===== config.mk =====
export PLATFORM = sky130hd
export DESIGN_NAME = serial_add_ctrl
export DESIGN_NICKNAME = d
export VERILOG_FILES = /design/src/rtl/serial_alu_pkg.sv /design/src/rtl/serial_add_ctrl_fulladder.sv /design/src/rtl/serial_add_ctrl.sv
export SDC_FILE = /design/constraint.sdc
export NUM_CORES = 1
export LEC_CHECK = 0
export CAP_MARGIN = 5
export CORE_MARGIN = 1
export CORE_UTILIZATION = 46
export CTS_CLUSTER_SIZE = 16
export DETAILED_ROUTE_END_ITERATION = 8
export GPL_TIMING_DRIVEN = 0
export PLACE_DENSITY = 0.74
export SYNTH_ARGS = -nofsm -noshare
export SYNTH_HDL_FRONTEND = slang
export SYNTH_SLANG_ARGS = --single-unit

===== constraint.sdc =====
create_clock -name clk -period 1.9 [get_ports clk]
set_input_delay 0.19 -clock clk [delete_from_list [all_inputs] [get_ports clk]]
set_output_delay 0.19 -clock clk [all_outputs]
set_load 0.03 [all_outputs]

===== src/rtl/serial_alu_pkg.sv =====
// Shared types and constants for the serial add/subtract sequencer.
package serial_alu_pkg;

  typedef enum logic [1:0] {
    IDLE = 2'd0,
    RUN  = 2'd1,
    DONE = 2'd2
  } state_e;

  localparam logic OP_ADD = 1'b0;
  localparam logic OP_SUB = 1'b1;

endpackage


===== src/rtl/serial_add_ctrl_fulladder.sv =====
// Single-bit full adder cell, time-shared by the serial sequencer.
module serial_add_ctrl_fulladder (
  input  logic a_i,
  input  logic b_i,
  input  logic cin_i,
  output logic sum_o,
  output logic cout_o
);

  assign sum_o  = a_i ^ b_i ^ cin_i;
  assign cout_o = (a_i & b_i) | (cin_i & (a_i ^ b_i));

endmodule


===== src/rtl/serial_add_ctrl.sv =====
// Bit-serial add/subtract sequencer: one result bit per cycle, LSB first.
// Optional out_zero flag is enabled with `define SERIAL_ADD_ZERO_FLAG_EN.
module serial_add_ctrl
  import serial_alu_pkg::*;
#(
  parameter int WIDTH = 32
) (
  input  logic             clk,
  input  logic             rst_n,
  input  logic             in_valid,
  output logic             in_ready,
  input  logic             in_sub,
  input  logic [WIDTH-1:0] in_a,
  input  logic [WIDTH-1:0] in_b,
  input  logic             flush,
  output logic             out_valid,
  input  logic             out_ready,
  output logic [WIDTH-1:0] out_result,
  output logic             out_carry,
  output logic             out_overflow,
`ifdef SERIAL_ADD_ZERO_FLAG_EN
  output logic             out_zero,
`endif
  output logic             busy,
  output state_e           dbg_state_o
);

  localparam int CNT_W = (WIDTH > 1) ? $clog2(WIDTH) : 1;
  localparam logic [CNT_W-1:0] CNT_LAST = CNT_W'(WIDTH - 1);

  // Handshake: a transfer happens on a rising edge where valid & ready are
  // both high; flush suppresses either transfer in the same cycle.

  state_e           state_q;
  logic [WIDTH-1:0] sh_a_q;
  logic [WIDTH-1:0] sh_b_q;
  logic [WIDTH-1:0] res_q;
  logic             carry_q;
  logic [CNT_W-1:0] cnt_q;
  logic             cout_q;
  logic             ovf_q;
`ifdef SERIAL_ADD_ZERO_FLAG_EN
  logic             nz_q;
  logic             zero_q;
`endif

  logic fa_sum;
  logic fa_cout;

  serial_add_ctrl_fulladder u_fa (
    .a_i    (sh_a_q[0]),
    .b_i    (sh_b_q[0]),
    .cin_i  (carry_q),
    .sum_o  (fa_sum),
    .cout_o (fa_cout)
  );

  always_ff @(posedge clk or negedge rst_n) begin
    if (!rst_n) begin
      state_q <= IDLE;
      sh_a_q  <= '0;
      sh_b_q  <= '0;
      res_q   <= '0;
      carry_q <= 1'b0;
      cnt_q   <= '0;
      cout_q  <= 1'b0;
      ovf_q   <= 1'b0;
`ifdef SERIAL_ADD_ZERO_FLAG_EN
      nz_q    <= 1'b0;
      zero_q  <= 1'b0;
`endif
    end else if (flush) begin
      state_q <= IDLE;
    end else begin
      case (state_q)
        IDLE: begin
          if (in_valid) begin
            // Subtract is A + ~B + 1: invert B here, seed the carry with 1.
            sh_a_q  <= in_a;
            sh_b_q  <= (in_sub == OP_ADD) ? in_b : ~in_b;
            carry_q <= (in_sub == OP_SUB);
            cnt_q   <= '0;
`ifdef SERIAL_ADD_ZERO_FLAG_EN
            nz_q    <= 1'b0;
`endif
            state_q <= RUN;
          end
        end
        RUN: begin
          sh_a_q  <= sh_a_q >> 1;
          sh_b_q  <= sh_b_q >> 1;
          res_q   <= {fa_sum, res_q[WIDTH-1:1]};
          carry_q <= fa_cout;
`ifdef SERIAL_ADD_ZERO_FLAG_EN
          nz_q    <= nz_q | fa_sum;
`endif
          if (cnt_q == CNT_LAST) begin
            cnt_q   <= '0;
            cout_q  <= fa_cout;
            ovf_q   <= carry_q ^ fa_cout;
`ifdef SERIAL_ADD_ZERO_FLAG_EN
            zero_q  <= ~(nz_q | fa_sum);
`endif
            state_q <= DONE;
          end else begin
            cnt_q <= cnt_q + 1'b1;
          end
        end
        DONE: begin
          if (out_ready) state_q <= IDLE;
        end
        default: state_q <= IDLE;
      endcase
    end
  end

  assign in_ready     = (state_q == IDLE);
  assign out_valid    = (state_q == DONE);
  assign busy         = (state_q != IDLE);
  assign out_result   = res_q;
  assign out_carry    = cout_q;
  assign out_overflow = ovf_q;
  assign dbg_state_o  = state_q;
`ifdef SERIAL_ADD_ZERO_FLAG_EN
  assign out_zero     = zero_q;
`endif

endmodule


==> flow_summary.json <==
{
  "root_buffer": "clkbuf_8",
  "nets": 630,
  "worst_setup_path_start_kind": "flip-flop",
  "synth_top_family_by_area": "multiplexers",
  "grt_pass1_vias": 3868,
  "dieArea_sq_um": 11400,
  "gr-max-usage-layer": "met2",
  "htree_levels": 3,
  "synthSimpleGateAreaFrac_pct": 2.354,
  "ys_warn_count": 0,
  "power.static_leakage_uw": 0.003111,
  "synth_top_area_cell": "dfrtp_1",
  "ant_nets": 0,
  "worstPathCellList": "or2_2, inv_1, clkdlybuf4s15_1",
  "avgSynthCellArea_sq_um": 11.56,
  "setup_viol": 0,
  "ys_seq_area_share_pct": 52.53,
  "clock_latency_ns": 0.36,
  "buffer_ports.inserted": 107,
  "netlist-cell-type-count": 34,
  "dieWidth_um": 106.8,
  "fin_skew_ns": 0.01184,
  "setup_ws_ns": 0.07107,
  "routed_via_density": 5.321,
  "final_hold_viol_count": 0,
  "crit_fanout": 10,
  "cts_made_buffers": 9,
  "slew_headroom_pct": 44.93,
  "cts_tree": "built",
  "drive_gt1_share_pct": 14.77,
  "maxSlewViolCount": 0,
  "drtIter0Drc": 217,
  "first_pass_iters": 4,
  "grt_max_degree": 66,
  "synth_ff_type": "dfrtp_1",
  "ys_seq_elements": 106,
  "yosysTopAreaCellShare_pct": 52.53,
  "required_ns": 1.71,
  "cts_post_setup_buffers_inserted": 0,
  "critPathBufInv": 2,
  "hpwl_mm": 7.632,
  "grt_pass1_wl_mm": 18.69,
  "cap_violations": 0,
  "end_kind": "output pin",
  "pin_count": 109,
  "clock_sinks": 106,
  "synth_nets": 510,
  "synth_area_leaders": "dfrtp_1, mux2i_1, o21ai_0",
  "core_area_sq_um": 10460,
  "wirelength_mm": 11.00,
  "power_density_nw_per_um2": 874.8,
  "synthMuxAreaShare_pct": 20.29,
  "tns_ns": 0,
  "ir_worst_vdd_mv": 0.8248,
  "synth_fa_ha_area_share_pct": 0.8920,
  "gp_congestion": 0.7369,
  "critPathSlowestCell": "dfrtp_1",
  "status": "finished, final reports clean",
  "drc": 0,
  "synth-edff-count": 0,
  "max_freq_mhz": 546.8,
  "path_class": "flip-flop to output pin",
  "syn_area_sq_um": 5050,
  "path_clk_slew_ns": 0.09,
  "grt.met3_usage_pct": 5.897,
  "avgRoutedWirePerCell_um": 15.75,
  "diodes": 0,
  "synthArstFlopShare_pct": 100.0,
  "rows": 37,
  "grt-ovfl-total": 0,
  "arrival_ns": 1.64,
  "synth_compound_area_share_pct": 14.12,
  "place_area_sq_um": 6309,
  "chipHeight_um": 106.8,
  "hold_path.class": "primary input to flip-flop",
  "met2_usage_pct": 33.59,
  "cpLargestDelayFamily": "flip-flops",
  "syn_inst": 437,
  "min_period_ns": 1.829,
  "place_ws_ns": -0.1617,
  "clockBufferDepth": 2,
  "antenna_found_initial": 0,
  "final_area_sq_um": 6565,
  "vias": 3714,
  "syn2layout_area_growth_pct": 30.01,
  "start_util_pct": 48.27,
  "use_met1_pct": 27.42,
  "final_core_util_pct": 62.75,
  "synthXorXnorAreaFrac_pct": 5.723,
  "grt_use_total_pct": 20.72,
  "tightest_slew_ns": 0.8261,
  "max_stage_delay_ns": 0.51,
  "min_period_over_period_pct": 96.26
}
cells by family after synthesis:
| kind of cell | count (synthesis) |
|---|---|
| xor gates and xnor gates | 33 |
| adders and majority gates | 3 |
| AOI/OAI and AO/OA | 137 |
| DFF | 106 |
| muxes | 98 |
| and+or+nand+nor | 20 |
| buffers and inverters | 40 |
flip-flops by register name, summed over array words and instances, names as in the netlist:
signal,cells
cnt_q,5
out_result,32
out_overflow,1
sh_b_q,32
dbg_state_o,2
sh_a_q,32
out_carry,1
carry_q,1
cell type report:
cell class              count  area [sq um]
repair buffers            109          1099
flip-flops and latches    106          2654
fillers                   913          3897
well taps                 136         170.2
plain buffers              37         202.7
inverters                   3         11.26
clock buffers              12         165.2
clock inverters             4         48.80
multi-input cells         291          2215
cell usage after synthesis (2+ instances only):
master	instances
o21ai_0	107
dfrtp_1	106
mux2i_1	63
mux2_2	35
xor2_1	32
o21ai_1	20
clkbuf_1	18
buf_2	11
buf_6	4
nor2_1	4
a22o_1	3
buf_4	3
inv_1	3
nand2b_1	3
ha_1	2
nand2_1	2
nor2b_1	2
nor4b_1	2
or2_1	2
where the power goes:
part	switching [uW]	leakage [uW]	total [uW]	internal [uW]
Sequential	225	0.00137	2850	2620
Combinational	744	0.00163	1450	701
Clock	732	0.000112	1450	716
Total	1700	0.00311	5740	4040
placed cells by master, fill, tap and decap left out, drive strengths merged:
cell type	synthesis	layout
dfrtp	106	106
clkbuf	19	31
a21oi	1	1
buf	18	20
dlymetal6s2s	0	1
mux2	35	35
nand2b	3	3
clkdlybuf4s15	0	1
inv	3	3
nor3	1	1
nand3	1	1
a41oi	1	1
nor2b	2	2
nor3b	1	1
a22o	3	3
mux2i	63	63
xor2	32	32
o21ai	127	127
a22oi	1	1
nand2	2	2
clkdlybuf4s50	0	102
dlygate4sd3	0	1
fa	1	1
ha	2	2
bufinv	0	1
and3	1	1
clkinv	0	3
a31oi	1	1
a21o	1	1
a211o	1	1
nor4b	2	2
or2	3	3
xnor2	1	1
dlygate4sd2	0	2
nor2	4	4
o31ai	1	1
per-layer routing:
layer	wire length, um	up-vias
met4	84	0
met5	0	-
li1	-	1785
met3	716	8
met2	5207	92
met1	4989	1829
stage by stage:
stage / power, uW / hold slack, ns / std cells
floorplan: 3699 / -0.1056 / 437
global placement: 4276 / 0.4722 / 680
detailed placement: 4325 / 0.3404 / 681
CTS: 5791 / 0.4348 / 698
global route: 6058 / 0.4586 / 698
finish: 5743 / 0.4528 / 698
worst register-to-register path: cells and delay by family, from the launching register on:
kind / cells / cell delay (ns)
fa+ha+maj: 2 / 0.45
compound gates: 2 / 0.33
simple gates: 2 / 0.53
flops: 1 / 0.43
repair_timing:
item                                   4_1_cts  5_1_grt
setup endpoints to repair                   17       39
endpoints found under the hold margin       64        0
gates resized for setup                      6       22
hold buffers                                 1        0
worst paths after layout:
check	depth (start not counted)	startpoint	slack, ns	to
max	3	dbg_state_o[0]	0.07	in_ready
min	3	in_valid	0.45	dbg_state_o[0]
max reg2reg	6	cnt_q[0]	0.08	cnt_q[3]
min reg2reg	1	sh_a_q[31]	0.50	sh_a_q[31]
max in group asynchronous	3	rst_n	0.73	sh_b_q[29]
min in group asynchronous	2	rst_n	0.46	out_result[14]
(Power assumes the default switching activity.)
